==> src/rtl/cpu_pkg.sv <==
// Shared definitions for the multicycle CPU control path.
// Holds the FSM state encoding, the supported opcode values and the ALU
// operation codes, so the controller, the datapath and the bench all use the
// same constants.
package cpu_pkg;

    // Controller states. The numeric values are visible on the debug State port.
    typedef enum logic [2:0] {
        ST_IF  = 3'd0,
        ST_ID  = 3'd1,
        ST_EX  = 3'd2,
        ST_MEM = 3'd3,
        ST_WB  = 3'd4
    } state_t;

    // Supported opcodes (instruction bits [31:26]).
    localparam logic [5:0] OP_RTYPE = 6'b000000;
    localparam logic [5:0] OP_LW    = 6'b100011;
    localparam logic [5:0] OP_SW    = 6'b101011;
    localparam logic [5:0] OP_BEQ   = 6'b000100;
    localparam logic [5:0] OP_ADDI  = 6'b001000;

    // ALU operation codes driven on AluC.
    localparam logic [2:0] ALU_FUNCT = 3'b000;
    localparam logic [2:0] ALU_ADD   = 3'b001;
    localparam logic [2:0] ALU_SUB   = 3'b010;

endpackage

==> src/rtl/op_decode.sv <==
// Combinational opcode classifier.
// Ports:
//   opcode     - 6-bit opcode field of the instruction register
//   is_rtype   - R-type instruction
//   is_lw      - load word
//   is_sw      - store word
//   is_beq     - branch if equal
//   is_addi    - add immediate
//   is_illegal - any opcode not listed above
// Exactly one output is high for any opcode value.
module op_decode
    import cpu_pkg::*;
(
    input  logic [5:0] opcode,
    output logic       is_rtype,
    output logic       is_lw,
    output logic       is_sw,
    output logic       is_beq,
    output logic       is_addi,
    output logic       is_illegal
);

    // One-hot class decode of the opcode; unlisted values fall into illegal.
    always_comb begin
        is_rtype   = 1'b0;
        is_lw      = 1'b0;
        is_sw      = 1'b0;
        is_beq     = 1'b0;
        is_addi    = 1'b0;
        is_illegal = 1'b0;
        case (opcode)
            OP_RTYPE: is_rtype   = 1'b1;
            OP_LW:    is_lw      = 1'b1;
            OP_SW:    is_sw      = 1'b1;
            OP_BEQ:   is_beq     = 1'b1;
            OP_ADDI:  is_addi    = 1'b1;
            default:  is_illegal = 1'b1;
        endcase
    end

endmodule

==> src/rtl/multicycle_control.sv <==
// Control unit for a five-state multicycle CPU (IF, ID, EX, MEM, WB).
// Ports:
//   clk, rst  - clock and synchronous active-high reset
//   OpCode    - instruction opcode, stable from ID onward
//   Zero      - ALU zero flag (qualifies the beq PC load)
//   MemReady  - memory access completes this cycle (stalls IF and MEM)
//   PC_En, IR_En, BR_En, EnW, EnR - datapath enables
//   AluC      - ALU operation, Mux1 - write-back source, PC_Src - PC source
//   Illegal   - one-cycle pulse in ID for an unknown opcode
//   State     - current state (debug), Retired - completed instruction count
// Outputs are decoded from the state register, the opcode class and the
// handshake inputs; while rst is high every output except State and
// Retired is forced to 0.
module multicycle_control
    import cpu_pkg::*;
#(
    parameter int RET_W = 16
) (
    input  logic             clk,
    input  logic             rst,
    input  logic [5:0]       OpCode,
    input  logic             Zero,
    input  logic             MemReady,
    output logic             PC_En,
    output logic             IR_En,
    output logic             BR_En,
    output logic [2:0]       AluC,
    output logic             EnW,
    output logic             EnR,
    output logic             Mux1,
    output logic             PC_Src,
    output logic             Illegal,
    output logic [2:0]       State,
    output logic [RET_W-1:0] Retired
);

    state_t           cur_state;
    state_t           nxt_state;
    logic [RET_W-1:0] retired_cnt;
    logic             retire;
    logic             is_rtype;
    logic             is_lw;
    logic             is_sw;
    logic             is_beq;
    logic             is_addi;
    logic             is_illegal;

    op_decode u_op_decode (
        .opcode     (OpCode),
        .is_rtype   (is_rtype),
        .is_lw      (is_lw),
        .is_sw      (is_sw),
        .is_beq     (is_beq),
        .is_addi    (is_addi),
        .is_illegal (is_illegal)
    );

    // State register.
    always_ff @(posedge clk) begin
        if (rst) begin
            cur_state <= ST_IF;
        end else begin
            cur_state <= nxt_state;
        end
    end

    // Next-state logic.
    always_comb begin
        nxt_state = ST_IF;
        case (cur_state)
            ST_IF: begin
                if (MemReady) nxt_state = ST_ID;
                else          nxt_state = ST_IF;
            end
            ST_ID: begin
                if (is_illegal) nxt_state = ST_IF;
                else            nxt_state = ST_EX;
            end
            ST_EX: begin
                if (is_lw || is_sw)           nxt_state = ST_MEM;
                else if (is_rtype || is_addi) nxt_state = ST_WB;
                else                          nxt_state = ST_IF;
            end
            ST_MEM: begin
                if (!MemReady) nxt_state = ST_MEM;
                else if (is_lw) nxt_state = ST_WB;
                else            nxt_state = ST_IF;
            end
            ST_WB:   nxt_state = ST_IF;
            default: nxt_state = ST_IF;
        endcase
    end

    // Output decode; everything defaults low and is suppressed during reset.
    always_comb begin
        PC_En   = 1'b0;
        IR_En   = 1'b0;
        BR_En   = 1'b0;
        AluC    = ALU_FUNCT;
        EnW     = 1'b0;
        EnR     = 1'b0;
        Mux1    = 1'b0;
        PC_Src  = 1'b0;
        Illegal = 1'b0;
        if (!rst) begin
            case (cur_state)
                ST_IF: begin
                    EnR   = 1'b1;
                    PC_En = MemReady;
                    IR_En = MemReady;
                end
                ST_ID: begin
                    Illegal = is_illegal;
                end
                ST_EX: begin
                    if (is_rtype)    AluC = ALU_FUNCT;
                    else if (is_beq) AluC = ALU_SUB;
                    else             AluC = ALU_ADD;
                    PC_Src = is_beq;
                    PC_En  = is_beq & Zero;
                end
                ST_MEM: begin
                    EnR = is_lw;
                    // The store commits only in the completing cycle so a
                    // stalled store never writes more than once.
                    EnW = is_sw & MemReady;
                end
                ST_WB: begin
                    BR_En = 1'b1;
                    Mux1  = is_rtype | is_addi;
                end
                default: begin
                    EnR = 1'b0;
                end
            endcase
        end else begin
            EnR = 1'b0;
        end
    end

    // An instruction completes on leaving EX (beq), MEM (sw) or WB.
    always_comb begin
        retire = 1'b0;
        case (cur_state)
            ST_EX:   retire = is_beq;
            ST_MEM:  retire = is_sw & MemReady;
            ST_WB:   retire = 1'b1;
            default: retire = 1'b0;
        endcase
    end

    // Retired-instruction counter, wrapping naturally at its width.
    always_ff @(posedge clk) begin
        if (rst) begin
            retired_cnt <= {RET_W{1'b0}};
        end else if (retire) begin
            retired_cnt <= retired_cnt + {{(RET_W-1){1'b0}}, 1'b1};
        end else begin
            retired_cnt <= retired_cnt;
        end
    end

    assign State   = cur_state;
    assign Retired = retired_cnt;

endmodule

==> config.mk <==
export PLATFORM = sky130hd
export DESIGN_NAME = multicycle_control
export DESIGN_NICKNAME = d
export VERILOG_FILES = /design/src/rtl/cpu_pkg.sv /design/src/rtl/op_decode.sv /design/src/rtl/multicycle_control.sv
export SDC_FILE = /design/constraint.sdc
export NUM_CORES = 1
export LEC_CHECK = 0
export ABC_AREA = 1
export CORE_UTILIZATION = 43
export CTS_CLUSTER_SIZE = 16
export DETAILED_ROUTE_END_ITERATION = 7
export PLACE_DENSITY = 0.76
export REMOVE_ABC_BUFFERS = 1
export SYNTH_ARGS = -nofsm -noshare
export SYNTH_HDL_FRONTEND = slang
export SYNTH_SLANG_ARGS = --single-unit
==> constraint.sdc <==
create_clock -name clk -period 1.46 [get_ports clk]
set_clock_uncertainty 0.1 [all_clocks]
set_input_delay 0.365 -clock clk [delete_from_list [all_inputs] [get_ports clk]]
set_output_delay 0.365 -clock clk [all_outputs]
set_load 0.005 [all_outputs]
==> flow_summary.ini, run 1 <==
[setup_path]
start_kind = flip-flop
cp.required_ns = 1.00
cp.arrival_ns = 1.49
endpoint_kind = output pin
critPathKind = flip-flop to output pin
cp_max_fo = 4

[clocking]
cts.clk_slew.worst_paths_ns = 0.11
cts_made_buffers = 3
htreeDepth = 1
root_buffer = clkbuf_4
tritoncts = done
cts_sinks = 19
ctsLongestPathBuffers = 2
holdBufCountCts = 0
worstSkewPairLatency_ns = 0.32

[floorplanning]
dieWidth_um = 59.8
io_pins = 40
initial_core_util = 0.463
dieArea_um2 = 3580
core.rowCount = 20
core_area_um2 = 3100
die_height_um = 59.8

[sta]
rsz0062_at_grt = true
min_period_over_period = 1.34
finalSetupViolations = 27
slew_violations = 0
max_freq_mhz = 511
fin_setup_tns_ns = -6.70
hold_slack_ns = 0.396
finalHoldViolCount = 0
min_period_ns = 1.96
setup_ws_ns = -0.498

[yosys]
ys_seq_elements = 19
synth_area_um2 = 1440
syn_inst = 249
synth.yosys.seq_area_share = 0.265
ys.warnings.count = 0
synth_cell_types = 24
synth_area_per_cell_um2 = 5.77

[placed_design]
gp_congestion = 0.888
hpwl_um = 2870
placedCellCount = 350
pre_cts_ws_ns = -1.00
place_area_um2 = 2010
port_buffers = 38

[routing]
drc_errors = 0
ant_nets = 0
drt-total-wl_um = 7070
drtPass1Iterations = 5
drt-wirelength-per-cell_um = 17.8
via_per_inst = 5.70
dr_total_vias = 2263
drt-initial-drc-count = 277

[pwr]
power.density_nw_per_um2 = 365
p_leak_nw = 1.44
power.total_uw = 995
peakVddDrop_uv = 442

[grt]
overflow = 0
grt_pass1_vias = 1927
antenna_found_initial = 0
track_usage = 0.320
grt_pass1_wl_um = 8490
grt_max_degree = 18

[layout]
drive_above_1_share = 0.507
diodes = 0
fin_cells = 397
fin_util = 0.879
fin_nets = 365
final_cell_area_um2 = 2730
syn_to_final_growth_pct = 90.0

[status]
violations = negative setup slack
outcome = finished with violations

[worst_hold_path]
worstHoldPathType = primary input to flip-flop

[flow_run]
maxCapViolations = 0
[synth_stat cells]
cell / instances / area [µm²]
nand2_1: 76 / 285
nor2_1: 50 / 188
inv_1: 38 / 143
dfxtp_1: 19 / 380
nand4_1: 17 / 106
nand3_1: 11 / 55.1
a21oi_1: 5 / 25.0
nor2_2: 5 / 31.3
nor3_1: 4 / 20.0
buf_6: 3 / 33.8
clkbuf_1: 3 / 11.3
xor2_1: 3 / 26.3
nand3_4: 2 / 35.0
o21ai_0: 2 / 10.0
xnor2_1: 2 / 17.5
buf_4: 1 / 7.51
clkinv_1: 1 / 3.75
conb_1: 1 / 3.75
ha_1: 1 / 12.5
nand2_2: 1 / 6.26
nand2_4: 1 / 11.3
nand3_2: 1 / 10.0
nand3b_1: 1 / 7.51
nor4_1: 1 / 6.26
[path summary, 6_finish.rpt]
kind	start	end	slack, ns	cells after the start
worst min-delay path	MemReady	State[2]	0.40	3
worst max-delay path	State[2]	EnR	-0.50	5
worst max register to register	State[0]	Retired[10]	-0.23	10
worst min register to register	Retired[15]	Retired[15]	0.51	4
[registers in the layout, indices dropped and copies added, names as in the netlist]
signal / cells
State: 3
Retired: 16
[power by group]
group	switching [mW]	internal, mW	leakage [nW]
Combinational	0.100	0.0932	1.25
Clock	0.189	0.103	0.0177
Sequential	0.00516	0.505	0.166
[final cells by class]
| type | count | area, µm² |
|---|---|---|
| multi-input cells | 185 | 1130 |
| repair buffers | 106 | 933 |
| flip-flops and latches | 19 | 427 |
| fillers | 156 | 374 |
| inverters | 39 | 156 |
| well taps | 44 | 55.1 |
| clock buffers | 3 | 22.5 |
| clock inverters | 1 | 5.00 |
[repair_timing]
item,4_1_cts,5_1_grt
setup buffers,39,5
gates resized for setup,166,70
gates cloned,4,0
pin swaps,32,33
setup endpoints to repair,45,28
hold endpoints to repair,0,0
[cell families (layout without fill, tap and decap cells)]
group / count (synthesis) / in the layout / synth area share
and+or+nand+nor: 170 / 171 / 0.530
adders and majority gates: 1 / 1 / 0.00871
xor gates and xnor gates: 5 / 5 / 0.0305
other: 1 / 1 / 0.00261
AOI/OAI and AO/OA: 7 / 7 / 0.0244
buffers and inverters: 46 / 149 / 0.139
DFF: 19 / 19 / 0.265
[metal layers]
layer / vias to the layer above / part of all wire / GRT usage
met5: - / 0 / 0
met4: 0 / 0.087 / 0.179
met3: 75 / 0.090 / 0.0693
met2: 177 / 0.50 / 0.571
met1: 1029 / 0.32 / 0.346
li1: 982 / - / -
[critical path, stage by stage, from the launching register on]
cell and delay, ns:
dfxtp_4 0.39, buf_6 0.13, nor2_4 0.18, nand2_2 0.11, a21oi_2 0.22, buf_2 0.15
[placed cells by master, fill, tap and decap left out, drive strengths merged]
cell type      instances
clkbuf                 6
nor4                   1
xor2                   3
dfxtp                 19
nand3                 15
nand2                 78
nor3                   4
inv                   38
a21oi                  5
xnor2                  2
clkinv                 2
dlygate4sd2           17
conb                   1
bufbuf                 1
clkdlybuf4s50          1
ha                     1
nand4                 17
nand3b                 1
o21ai                  2
nor2                  55
buf                   84
(Power assumes the default switching activity.)
==> run 2, diff against run 1 <==
Settings changed: CELL_PAD_IN_SITES_DETAIL_PLACEMENT set to 0, CELL_PAD_IN_SITES_GLOBAL_PLACEMENT set to 2, CORE_UTILIZATION 43 to 21, PLACE_DENSITY 0.76 to not set, PLACE_DENSITY_LB_ADDON set to 0.1, SLEW_MARGIN set to 30.
==> run 2 against run 1 <==
Against the previous run: the run still ends with negative setup slack left; critical path depth is 2 higher; highest routed layer unchanged; combinational power down 9%; final area decreased by 1.3%; sequential share of layout area is 0.12 points higher; sequential power is essentially flat; sequential cell count did not move.
==> flow_summary.ini, run 2 (same netlist as run 1, synthesis figures left out) <==
[setup_path]
cp.arrival_ns = 1.28
start_kind = flip-flop
critPathKind = flip-flop to output pin
cp_max_fo = 4
cp.required_ns = 1.00
endpoint_kind = output pin

[routing]
drc_errors = 0
drtPass1Iterations = 6
drt-total-wl_um = 5080
drt-initial-drc-count = 67
drt-wirelength-per-cell_um = 11.7
via_per_inst = 4.24
dr_total_vias = 1839
ant_nets = 0

[grt]
grt_pass1_vias = 1807
track_usage = 0.148
grt_max_degree = 18
grt_pass1_wl_um = 8510
antenna_found_initial = 0
overflow = 0

[clocking]
cts_sinks = 19
htreeDepth = 1
cts_made_buffers = 3
tritoncts = done
holdBufCountCts = 0
cts.clk_slew.worst_paths_ns = 0.08
worstSkewPairLatency_ns = 0.26
root_buffer = clkbuf_8
ctsLongestPathBuffers = 2

[floorplanning]
core.rowCount = 29
dieWidth_um = 84.7
initial_core_util = 0.222
io_pins = 40
core_area_um2 = 6460
dieArea_um2 = 7170
die_height_um = 84.7

[flow_run]
maxCapViolations = 0

[layout]
final_cell_mix = nand2_1, buf_4, nor2_1
drive_above_1_share = 0.431
syn_to_final_growth_pct = 87.5
fin_nets = 369
diodes = 0
largest_register_ffs = 16
fillCellCount = 714
seq_area_um2 = 424
multi_input_area_um2 = 1030
layout_commonest_cell = nand2_1

[sta]
rsz0062_at_grt = true
finalHoldViolCount = 0
min_period_over_period = 1.20
min_period_ns = 1.75
slew_violations = 0
max_freq_mhz = 573
setup_ws_ns = -0.286
hold_slack_ns = 0.454
finalSetupViolations = 28

[placed_design]
pre_cts_ws_ns = -1.10
gp_congestion = 0.744
port_buffers = 38
hpwl_um = 3450

[status]
outcome = finished with violations
violations = negative setup slack

[pwr]
peakVddDrop_uv = 358
p_leak_nw = 1.46
power.density_nw_per_um2 = 403

[worst_hold_path]
worstHoldPathType = primary input to flip-flop
-- run 2: report_power, final --
part	switching, mW	internal [mW]	leakage (nW)
clock network	0.203	0.195	0.0228
registers	0.00504	0.506	0.165
logic	0.0795	0.0963	1.27
-- run 2: per-layer routing --
metal	vias up	share of wire	wire, µm	GRT usage
met5	-	0	0	0
met4	0	0.0032	16	0.0185
met3	2	0.026	134	0.0256
met2	23	0.49	2470	0.265
met1	828	0.48	2460	0.191
li1	986	-	-	-
-- run 2: area by class of cell --
class                           count  share of cell area
Sequential cell                    19               0.158
Multi-Input combinational cell    185               0.383
Inverter                           39              0.0562
Clock buffer                        4              0.0167
Timing Repair Buffer              110               0.350
Tap cell                           77              0.0358
-- run 2: path summary, 6_finish.rpt --
| check | startpoint | endpoint | slack [ns] | cells after the start |
|---|---|---|---|---|
| worst min register to register | Retired[15] | Retired[15] | 0.50 | 4 |
| worst max-delay path | State[2] | PC_Src | -0.29 | 7 |
| worst max register to register | State[0] | Retired[14] | -0.10 | 10 |
| worst min-delay path | MemReady | State[2] | 0.45 | 3 |
-- run 2: critical path, cell delays in order (launching register included) --
cell and delay, ns:
dfxtp_4 0.38, nor2_4 0.12, nand2_2 0.07, nor2_4 0.10, buf_6 0.11, nand2_4 0.05
nor2_1 0.07, buf_2 0.11
-- run 2: what timing repair did --
item / 4_1_cts / 5_1_grt
buffers inserted: 35 / 5
pin swaps: 20 / 13
endpoints found under the setup margin: 48 / 32
gates resized for setup: 169 / 21
cloned: 1 / 0
-- run 2: per-stage QoR --
stage | TNS (ns) | power (mW) | std cells | util | cell area (µm²)
6_report | -3.73 | 1.09 | 434 | 0.417 | 2690
3_5_place_dp | -21.06 | 0.658 | 397 | 0.336 | 2170
5_1_grt | -6.17 | 1.14 | 434 | 0.417 | 2690
2_1_floorplan | -0.137 | 0.572 | 242 | - | 1380
3_3_place_gp | -20.82 | 0.658 | 397 | 0.336 | 2170
4_1_cts | -5.52 | 1.10 | 431 | 0.406 | 2620
==> run 3, diff against run 2 <==
Settings changed: RECOVER_POWER set to 25.
==> results of run 3 <==
Final layout, timing and power as in run 2 (identical DEF).
